### src/rtl/ibex_apb_master.sv
// Bridge from the Ibex data-side req/gnt/rvalid interface to an APB initiator.
// Each granted request becomes one APB transfer (SETUP then ACCESS). The
// response comes back as a one-cycle rvalid pulse. An optional watchdog ends
// an ACCESS phase that the slave never completes, so the core is not stalled.
module ibex_apb_master #(
  parameter int unsigned ADDR_W         = 32,
  parameter int unsigned DATA_W         = 32,
  parameter int unsigned TIMEOUT_CYCLES = 256
) (
  input  logic              clk,
  input  logic              rstn,
  // core data interface
  input  logic              data_req_i,
  output logic              data_gnt_o,
  input  logic              data_we_i,
  input  logic [3:0]        data_be_i,
  input  logic [ADDR_W-1:0] data_addr_i,
  input  logic [DATA_W-1:0] data_wdata_i,
  output logic              data_rvalid_o,
  output logic [DATA_W-1:0] data_rdata_o,
  output logic              data_err_o,
  // APB initiator
  output logic              psel,
  output logic              penable,
  output logic              pwrite,
  output logic [ADDR_W-1:0] paddr,
  output logic [DATA_W-1:0] pwdata,
  output logic [3:0]        pstrb,
  input  logic [DATA_W-1:0] prdata,
  input  logic              pready,
  input  logic              pslverr
);

  // The counter only needs to reach TIMEOUT_CYCLES-1.
  localparam int unsigned CNT_W = (TIMEOUT_CYCLES > 2) ? $clog2(TIMEOUT_CYCLES) : 1;
  localparam logic [CNT_W-1:0] CNT_MAX =
      CNT_W'((TIMEOUT_CYCLES > 0) ? (TIMEOUT_CYCLES - 1) : 0);
  localparam bit WDOG_EN = (TIMEOUT_CYCLES != 0);

  typedef enum logic [1:0] {
    IDLE   = 2'd0,
    SETUP  = 2'd1,
    ACCESS = 2'd2
  } state_e;

  state_e           state_q;
  logic [CNT_W-1:0] wdog_cnt_q;
  logic             wdog_expired;

  // Byte offset is irrelevant: APB is word addressed, sub-word writes use pstrb.
  logic [1:0] unused_addr_lsb;
  assign unused_addr_lsb = data_addr_i[1:0];

  // Grant is the only combinational output: accept whenever idle and out of reset.
  assign data_gnt_o = data_req_i & (state_q == IDLE) & rstn;

  // Watchdog fires on the last permitted ACCESS cycle without pready.
  assign wdog_expired = WDOG_EN && (wdog_cnt_q == CNT_MAX);

  // Transfer sequencer; all APB and response outputs are registered here.
  always_ff @(posedge clk or negedge rstn) begin
    if (!rstn) begin
      state_q       <= IDLE;
      wdog_cnt_q    <= '0;
      psel          <= 1'b0;
      penable       <= 1'b0;
      pwrite        <= 1'b0;
      paddr         <= '0;
      pwdata        <= '0;
      pstrb         <= 4'b0000;
      data_rvalid_o <= 1'b0;
      data_rdata_o  <= '0;
      data_err_o    <= 1'b0;
    end else begin
      data_rvalid_o <= 1'b0;
      case (state_q)
        IDLE: begin
          if (data_req_i) begin
            paddr   <= {data_addr_i[ADDR_W-1:2], 2'b00};
            pwrite  <= data_we_i;
            pwdata  <= data_wdata_i;
            pstrb   <= data_we_i ? data_be_i : 4'b0000;
            psel    <= 1'b1;
            penable <= 1'b0;
            state_q <= SETUP;
          end
        end
        SETUP: begin
          penable    <= 1'b1;
          wdog_cnt_q <= '0;
          state_q    <= ACCESS;
        end
        ACCESS: begin
          if (pready) begin
            // A completing slave wins over a watchdog expiring in the same cycle.
            data_rdata_o  <= pwrite ? '0 : prdata;
            data_err_o    <= pslverr;
            data_rvalid_o <= 1'b1;
            psel          <= 1'b0;
            penable       <= 1'b0;
            state_q       <= IDLE;
          end else if (wdog_expired) begin
            data_rdata_o  <= '0;
            data_err_o    <= 1'b1;
            data_rvalid_o <= 1'b1;
            psel          <= 1'b0;
            penable       <= 1'b0;
            state_q       <= IDLE;
          end else if (WDOG_EN) begin
            wdog_cnt_q <= wdog_cnt_q + 1'b1;
          end
        end
        default: begin
          state_q <= IDLE;
        end
      endcase
    end
  end

endmodule

### config.mk
export PLATFORM = sky130hd
export DESIGN_NAME = ibex_apb_master
export DESIGN_NICKNAME = d
export VERILOG_FILES = /design/src/rtl/ibex_apb_master.sv
export SDC_FILE = /design/constraint.sdc
export NUM_CORES = 1
export LEC_CHECK = 0
export ABC_AREA = 1
export BUFFER_PORTS_ARGS = -buffer_cell sky130_fd_sc_hd__buf_4
export CAP_MARGIN = 20
export CELL_PAD_IN_SITES_DETAIL_PLACEMENT = 2
export CELL_PAD_IN_SITES_GLOBAL_PLACEMENT = 2
export CORE_AREA = 5 5 147 149
export DETAILED_ROUTE_END_ITERATION = 10
export DIE_AREA = 0 0 152 154
export PLACE_DENSITY_LB_ADDON = 0.1
export SETUP_SLACK_MARGIN = 0.2
export SYNTH_ARGS = -nofsm -noshare
export SYNTH_HDL_FRONTEND = slang
export SYNTH_SLANG_ARGS = --single-unit
### constraint.sdc
create_clock -name clk -period 1.5 [get_ports clk]
set_input_delay 0.15 -clock clk [delete_from_list [all_inputs] [get_ports clk]]
set_output_delay 0.15 -clock clk [all_outputs]
set_load 0.005 [all_outputs]
## Yosys cells after proc, flatten, opt, wreduce, memory -nomap -nowiden

Index checks and enable logic that the tools add are counted.

- Add/subtract/negate cells: 1
- Eq/ne operators: 7
- Mux-type cells: 22
- Bitwise logic cells: 2
- Reduce and logical (&&, ||, !) cells: 11

Operators by type and width:

| operator | count |
|---|---|
| 32-bit 2-to-1 mux | 3 |
| 8-bit 2-to-1 mux | 2 |
| 8-bit case mux with 2 select lines | 1 |
| 1-bit 2-to-1 mux | 9 |
| 3-bit AND reduction | 3 |
| 8-bit by 1-bit adder with 8-bit output, second input constant | 1 |
| 8-bit equality test, second input constant | 1 |
| 2-bit 2-to-1 mux | 3 |
| 2-bit != test, second input constant | 3 |
| 2-bit case mux with 3 select lines | 1 |
| 2-bit AND reduction | 3 |
| 2-bit nonzero test | 3 |
| 4-bit 2-to-1 mux | 1 |
| 3-bit != test, second input constant | 1 |
| 1-bit case mux with 3 select lines | 1 |
| 3-bit nonzero test | 1 |
| 1-bit bitwise AND | 2 |
| 2-bit by 1-bit equality test with 1-bit output, second input constant | 1 |
| 2-bit equality test, second input constant | 1 |
| 2-bit zero test | 1 |
| 1-bit case mux with 2 select lines | 1 |

- Register bits after elaboration: 113
- Input bits: 106
- Output and inout bits: 106
- Logic and storage cells: 54

## Longest topological paths before layout

Gate-level depths: netlist (run 1).

- Word-level depth: 4
- Gate-level depth with buffers: 10
- Depth with buffers taken out: 8

## Worst setup path before layout (run 1)

No wires, ideal clock.

- Kind: flip-flop to flip-flop
- From: register wdog_cnt_q[0]
- To: register data_rdata_o[0]
- Library setup time: 0.076 ns
- Arrival time: 1.350 ns
- Data required time: 1.424 ns
- Slack: 0.073 ns
- Cell stages (with the launch flop): 10
- Path buffers: 1
- Clock period less this slack: 1.427 ns
- Path through: dfrtp_1 -> ha_1 -> nand2_2 -> nor2_4 -> nand2_2 -> nand2_2 -> nand2_2 -> clkbuf_1 -> nand2_1 -> o21ai_1

- Word-level cells in the longest chain between the ends: 3

RTL lines:

| what | line | source |
|---|---|---|
| start: declaration | 47 | `logic [CNT_W-1:0] wdog_cnt_q;` |
| start signal: assignment | 110 | `wdog_cnt_q <= wdog_cnt_q + 1'b1;` |
| 8-bit equality test | 58 | `assign wdog_expired = WDOG_EN && (wdog_cnt_q == CNT_MAX);` |
| 2-bit nonzero test (no line) | n/a |  |
| 2-bit AND reduction (no line) | n/a |  |
| end signal: assignment | 96 | `data_rdata_o <= pwrite ? '0 : prdata;` |
| end: declaration | 20 | `output logic [DATA_W-1:0] data_rdata_o,` |

Every way passes these cells.
A chain may end at the register's enable or synchronous reset.

## Worst setup path in the final report (run 1)

- From: register wdog_cnt_q[0]
- To: register data_rdata_o[8]

The elaborated chain is that of the path after synthesis.

==> results of run 1 <==
[cell type report]
class / count / area, sq um
Clock buffer: 20 / 467
Clock inverter: 10 / 159
Tap cell: 270 / 338
Fill cell: 2036 / 9990
Multi-Input combinational cell: 370 / 2590
Sequential cell: 113 / 2830
Inverter: 12 / 60.1
Timing Repair Buffer: 361 / 3610
[cell families (layout without fill, tap and decap cells)]
logic type | after synthesis | after routing | share of synthesized area
other cells | 1 | 2 | 0.000829
compound gates | 35 | 35 | 0.0442
fa+ha+maj | 1 | 1 | 0.00276
flops | 113 | 113 | 0.625
buf+inv | 38 | 403 | 0.0390
xor+xnor | 2 | 2 | 0.00387
simple gates | 328 | 330 | 0.284
[cells in the mapped netlist]
cell type and count:
nor2_1 7, a21boi_0 1, nand2_2 4, inv_1 8
nand3_1 14, nor2_4 1, xor2_1 2, nor2_2 2
inv_2 4, nand4_1 1, o21ai_0 4, o21ai_1 24
buf_2 9, nand3_2 1, clkbuf_1 13, buf_6 2
nand2_1 296, o21ai_2 6, dfrtp_1 113, buf_4 2
ha_1 1, nand3b_1 2, conb_1 1
[power groups by stage]
stage                     clock, uW  sequential [uW]  combinational [uW]
after floorplan                   0             5240                1870
after global placement            0             5170                5180
after detailed placement          0             5220                5410
after CTS                      4460             5310                6630
after global routing           4630             5920                9980
final                          4400             5750                9360
[metrics by stage]
stage / total power [uW] / hold WS (ps) / std cells / setup slack, ps
floorplan: 7110 / -146 / 519 / 93.1
global placement: 10300 / 348 / 985 / 67.1
detailed placement: 10600 / 355 / 985 / -9.83
CTS: 16400 / 2.26 / 1124 / -44.0
global route: 20500 / 14.6 / 1156 / -108
finish: 19500 / 13.9 / 1156 / -37.1
[how the worst max path moves through the flow]
stage | from | end
2_1_floorplan | wdog_cnt_q[0]$_DFFE_PN0P_ | data_rdata_o[18]$_DFFE_PN0P_
3_3_place_gp | wdog_cnt_q[1]$_DFFE_PN0P_ | data_rdata_o[17]$_DFFE_PN0P_
3_5_place_dp | wdog_cnt_q[0]$_DFFE_PN0P_ | wdog_cnt_q[6]$_DFFE_PN0P_
4_1_cts | state_q[1]$_DFFE_PN0P_ | data_gnt_o
5_1_grt | wdog_cnt_q[1]$_DFFE_PN0P_ | data_rdata_o[8]$_DFFE_PN0P_
6_report | wdog_cnt_q[0]$_DFFE_PN0P_ | data_rdata_o[8]$_DFFE_PN0P_
[layer usage]
layer | global-route usage | vias to the layer above
li1 | - | 2323
met1 | 0.210 | 2569
met2 | 0.313 | 167
met3 | 0.0461 | 40
met4 | 0.0582 | 0
met5 | 0 | -
[sequential cells by signal, indices dropped and copies added (netlist names)]
register / flops
data_rdata_o: 32
pwdata: 32
paddr: 30
wdog_cnt_q: 8
pstrb: 4
state_q: 2
data_err_o: 1
data_rvalid_o: 1
penable: 1
psel: 1
pwrite: 1
[worst min-delay path: cells and delay by family]
family / cells / cell delay, ps
compound gates: 1 / 60
buf+inv: 1 / 110
simple gates: 1 / 80
[repair_timing]
item | in CTS | in global routing
hold buffers | 94 | 0
pin swaps | 8 | 58
gates resized for setup | 91 | 277
hold endpoints to repair | 206 | 0
gates cloned | 8 | 18
setup buffers | 7 | 14
setup endpoints to repair | 104 | 114
==> results.md, run 1 <==
- Status: finished with violations
- Failing checks: setup timing
- Measured slew at the worst slew-check pin: 648 ps
- CTS tree: yes
- Site Rows: 52
- Fmax: 651 MHz
- DP Area: 6500 sq um
- DIE AREA: 23400 sq um
- DR iter-0 viols: 103
- Max VDD drop: 0.978 mV
- Worst setup slack after layout: -37.1 ps
- DRT antenna net count: 0
- Ports: 212
- Root Buffer: clkbuf_16
- Slowest-stage cell, CP: dfrtp_1
- Switching power: 7260 uW
- Sequential share of power: 0.295
- Port bufs: ~210
- Worst-skew pair later-pin latency: 430 ps
- Routed wl met3: 1130 um
- Unrepaired setup endpoints after global routing: true
- Avg Vias per Cell: 4.41
- Clock-pin slew on the worst setup and hold paths: ~50 ps
- DR WL/cell: 21.9 um
- Clk pwr share: 0.225
- Pwr dens: 1940 nW/um^2
- Initial Utilization: 0.226
- R2R setup slack: -40 ps
- R2R Path Start: wdog_cnt_q[0]$_DFFE_PN0P_
- Layout Nets: 982
- Netlist cell types: 23
- Ratio of cells with drive above 1 in the final layout: 0.614
- Yosys top cell by area: dfrtp_1
- Max-cap violations: 0
- Routability cong.: a little over 0.7
- Post-route DRC: 0
- Commonest non-fill, non-tap cell in the layout: buf_4
- CP Buf/Inv Count: 1
- CTS HTree Levels: 4
- Clk buf depth: 2
- Setup TNS: -686 ps
- Largest cells by area after synthesis: dfrtp_1 (62%), nand2_1 (25%), o21ai_1 (2.7%), nand3_1 (1.5%), o21ai_2 (1.2%)
- Core outline area: 20000 sq um
- CP startpoint kind: register
- Final setup vio count: 36
- Synthesized cell area: 4530 sq um
- Worst Path Required: 1810 ps
- Chip Width: roughly 150 um
- CTS Buf Count: 17
- Crit-path cells: ha_2 -> nand2_2 -> nor2_4 -> nand2_4 -> nand2_8 -> nand2_8 -> buf_16 -> nand2_2 -> o21ai_1
- Hold Crit Endpoint: data_rdata_o[31]$_DFFE_PN0P_
- Finished Core Util: 0.502
- Min-delay worst type: in2reg
- P_int: 12300 uW
- Critical Path Max Stage Delay: about 380 ps
- Met2 WL: 13700 um
- Crit Path Max Fanout: 8
- CTS Sinks: 113
- Syn. warnings: 0
- Hold path startpoint: prdata[31]
- Fin crit period: 1540 ps
- Post-synth top area share: 0.625
- Post-synthesis sequential area ratio: 0.625
- Worst setup EP type: register
- Sw frac: 0.372
- CP delay by family, top: simple AND/OR/NAND/NOR gates
- Critical path depth: 9
- Final cell area excluding filler cells: roughly 10000 sq um
- Max-slew headroom: 0.568
- Via count: 5099
- Cells after Synth: between 500 and 600
- Comb pwr share: 0.480
- Die Y: approximately 150 um
- Vias in the first global route: 5700
- DRT Pass-1 Iters: 4
- Total gr overflow: 0
- FF-to-FF End: data_rdata_o[8]$_DFFE_PN0P_
- DR top layer: met4
- Skew final: ~15 ps
- Crit path DAT: 1850 ps
- Leakage power total: 0.00512 uW
- Syn avg cell area: 8.74 sq um
- Largest net degree at the start of global routing: 114
- Fin crit share: 1.02
- Crit Path Category: reg2reg
- First-pass GRT wire length: 32600 um
- Hold Crit Depth: 3
- WL met1: 9910 um
- Synthesis-to-layout area growth: 122%
- Diode count: 0
- Final Routed Wirelength: roughly 25000 um
- FF-to-FF path depth: 9
- Most frequent cells in the layout: buf_4 (214), nand2_2 (123), dfrtp_1 (112), nand2_1 (97), dlygate4sd3_1 (94)
- Seq cells post-synth: 113
- Final hold viol count: 0
- Final Max Tran Viols: 0
- HPWL after detailed placement: 12200 um
- Initial antenna violation count: 0
- GRT Overall Usage: 0.177
Note: power is estimated with default switching activity, not from simulation.
==> inputs of run 2 (changes only) <==
--- a/config.mk
+++ b/config.mk
@@ -5,14 +5,14 @@
 export SDC_FILE = /design/constraint.sdc
 export NUM_CORES = 1
 export LEC_CHECK = 0
-export ABC_AREA = 1
 export BUFFER_PORTS_ARGS = -buffer_cell sky130_fd_sc_hd__buf_4
 export CAP_MARGIN = 20
 export CELL_PAD_IN_SITES_DETAIL_PLACEMENT = 2
 export CELL_PAD_IN_SITES_GLOBAL_PLACEMENT = 2
-export CORE_AREA = 5 5 147 149
+export CORE_AREA = 5 5 137 139
+export CTS_CLUSTER_DIAMETER = 150
 export DETAILED_ROUTE_END_ITERATION = 10
-export DIE_AREA = 0 0 152 154
+export DIE_AREA = 0 0 142 144
 export PLACE_DENSITY_LB_ADDON = 0.1
 export SETUP_SLACK_MARGIN = 0.2
 export SYNTH_ARGS = -nofsm -noshare
==> run 2 against run 1 <==
  * The flow still finishes with violations (setup timing)
  * First-iteration DRC count fell by 39%
  * Cell area fell by 12%
  * Via count fell by 20%
  * Global-route usage rose by 0.99 points
  * Largest power group unchanged
  * Highest routed layer unchanged
==> results.md, run 2 <==
- GRT Overall Usage: 0.187
- Syn avg cell area: 14.2 sq um
- HPWL after detailed placement: 10700 um
- DR iter-0 viols: 63
- Ratio of cells with drive above 1 in the final layout: 0.562
- CTS tree: yes
- Most frequent cells in the layout: buf_4 (236), dfrtp_1 (113), dlygate4sd3_1 (101), mux2_4 (56), a22o_1 (32)
- Vias in the first global route: 4710
- Site Rows: 49
- Yosys top cell by area: dfrtp_1
- Port bufs: 207
- Pwr dens: 1960 nW/um^2
- Initial antenna violation count: 0
- Crit path DAT: around 1900 ps
- Diode count: 0
- Clock-pin slew on the worst setup and hold paths: 60 ps
- Commonest non-fill, non-tap cell in the layout: buf_4
- Syn. warnings: 0
- DRT Pass-1 Iters: 4
- DIE AREA: between 20000 and 25000 sq um
- Total gr overflow: 0
- Post-route DRC: 0
- Largest cells by area after synthesis: dfrtp_1 (64%), mux2_2 (16%), a22o_1 (6.3%), nand3_1 (1.5%), buf_6 (1.0%)
- Async S/R FF share, synth: 1.00
- CP delay by family, top: simple AND/OR/NAND/NOR gates
- Register Area: 2830 sq um
- Fillers: 1688
- CTS Sinks: 113
- Final cell area excluding filler cells: slightly below 9000 sq um
- Die Y: 144 um
- Status: finished with violations
- Critical Path Max Stage Delay: 360 ps
- CP startpoint kind: register
- Netlist cell types: 41
- CTS HTree Levels: 4
- Post-synth top area share: 0.640
- Synthesized cell area: 4420 sq um
- Measured slew at the worst slew-check pin: 659 ps
- Max VDD drop: ~1.1 mV
- Ports: 212
- Total power: roughly 17000 uW
- Min-delay worst type: in2reg
- Avg Vias per Cell: 4.43
- Layout Nets: about 780
- Worst-skew pair later-pin latency: 430 ps
- CP Buf/Inv Count: 1
- Slowest-stage cell, CP: dfrtp_1
- Area of the multi-input gates: ~1800 sq um
- Placed Cells incl. Taps: approximately 750
- DRT antenna net count: 0
- Leakage power total: 0.00427 uW
- Synthesis-to-layout area growth: 101%
- Crit-path cells: ha_2 -> and3_4 -> a21oi_4 -> or2_4 -> buf_12 -> a22o_1
- CTS Buf Count: 17
- Worst Path Required: 1800 ps
- Cells after Synth: 310
- Final setup vio count: 77
- Root Buffer: clkbuf_16
- Final hold viol count: 0
- Post-synth EDFFs: 0
- Chip Width: 142 um
- DP Area: 6610 sq um
- Initial Utilization: 0.252
- Largest net degree at the start of global routing: 114
- Largest registers: data_rdata_o: 32 flops, pwdata: 32 flops, paddr: 30 flops
- Worst setup slack after layout: -121 ps
- Core outline area: 17500 sq um
- Routability cong.: 0.732
- Most common cell in the synthesized netlist: dfrtp_1
- Non-filler cells, final: 916
- Failing checks: setup timing
- First-pass GRT wire length: 28700 um
- Fin crit share: 1.08
- Clk buf depth: 2
- Fmax: 617 MHz
- Final Max Tran Viols: 0
- Fin crit period: 1620 ps
- DR WL/cell: 22.1 um
- Max-cap violations: 0
- Commonest cells in the netlist: dfrtp_1 (113), mux2_2 (63), a22o_1 (32)
- Max-slew headroom: 0.561
- Unrepaired setup endpoints after global routing: true
- Crit Path Category: reg2reg
- Final Routed Wirelength: slightly above 20000 um
- Top_reg_cell synth: dfrtp_1
- Via count: between 4000 and 5000
- Crit Path Max Fanout: 16
- Seq cells post-synth: 113
- Post-synthesis sequential area ratio: 0.640
- Skew final: 14.3 ps
- Worst setup EP type: register
[run 2: changes by cell type in the layout (fill, tap and decap cells not counted), moves of 11 or more]
cell / change
o21ai_2: -17
nand2_2: -123
nand2_4: -79
buf_4: +22
clkbuf_16: -11
a22o_1: +32
nand2_1: -91
mux2_4: +56
[run 2: logic make-up (layout without fill, tap and decap cells)]
group | Yosys count | in the layout | synth area share
other | 1 | 2 | 0.000849
AOI/OAI and AO/OA | 54 | 54 | 0.0966
buffers and inverters | 28 | 404 | 0.0346
and+or+nand+nor | 49 | 49 | 0.0618
adders and majority gates | 1 | 1 | 0.00283
DFF | 113 | 113 | 0.640
muxes | 64 | 64 | 0.163
[run 2: layer usage]
metal	wire, um	global-route usage	vias up
met5	0	0	-
met4	290	0.0545	0
met1	8030	0.215	2061
li1	-	-	1844
met3	1160	0.0572	18
met2	10700	0.335	136
[run 2: cell type report]
type | count | share of cell area
Timing Repair Buffer | 365 | 0.373
Sequential cell | 113 | 0.318
Multi-Input combinational cell | 170 | 0.203
Clock buffer | 19 | 0.0498
Tap cell | 229 | 0.0322
Clock inverter | 13 | 0.0208
Inverter | 7 | 0.00296
[run 2: worst reg2reg max path, cell delays in order, from the launching register on]
cell	delay, ps
dfrtp_1	360
ha_2	190
and3_4	210
a21oi_4	60
or2_4	280
buf_12	170
a22o_1	230
[run 2: where the power goes]
group | leakage (uW) | switching, uW | internal [uW]
Sequential | 0.00139 | 981 | 4500
Combinational | 0.00258 | 2780 | 4830
Clock | 0.000303 | 1540 | 2820
Total | 0.00427 | 5300 | 12200
[run 2: what timing repair did]
| item | 4_1_cts | 5_1_grt |
|---|---|---|
| pin swaps | 11 | 10 |
| endpoints found under the setup margin | 109 | 108 |
| setup buffers | 7 | 17 |
| gates resized for setup | 16 | 38 |
| gates cloned | 5 | 3 |
| hold buffers | 101 | 0 |
| hold endpoints to repair | 213 | 0 |
[run 2: metrics by stage]
stage / worst slack, ps / setup TNS (ps) / utilization / hold WS [ps]
after floorplan: -148 / -4580 / - / -146
after global placement: -82.8 / -2000 / 0.377 / 310
after detailed placement: -119 / -3370 / 0.377 / 311
after CTS: -129 / -6520 / 0.487 / 17.7
after global routing: -158 / -7600 / 0.507 / 67.6
final: -121 / -4350 / 0.507 / 49.8
[run 2: path summary, 6_finish.rpt]
check                                     startpoint                           end  cells past startpoint  slack [ps]
setup / recovery           wdog_cnt_q[0]$_DFFE_PN0P_  data_rdata_o[29]$_DFFE_PN0P_                      6        -120
hold / removal                            data_req_i           penable$_DFFE_PN0P_                      4          50
setup reg to reg           wdog_cnt_q[0]$_DFFE_PN0P_  data_rdata_o[29]$_DFFE_PN0P_                      6        -120
hold reg to reg                     psel$_DFFE_PN0P_              psel$_DFFE_PN0P_                      2         500
max in group asynchronous                       rstn     wdog_cnt_q[4]$_DFFE_PN0P_                      3         590
min in group asynchronous                       rstn         paddr[13]$_DFFE_PN0N_                      3         390
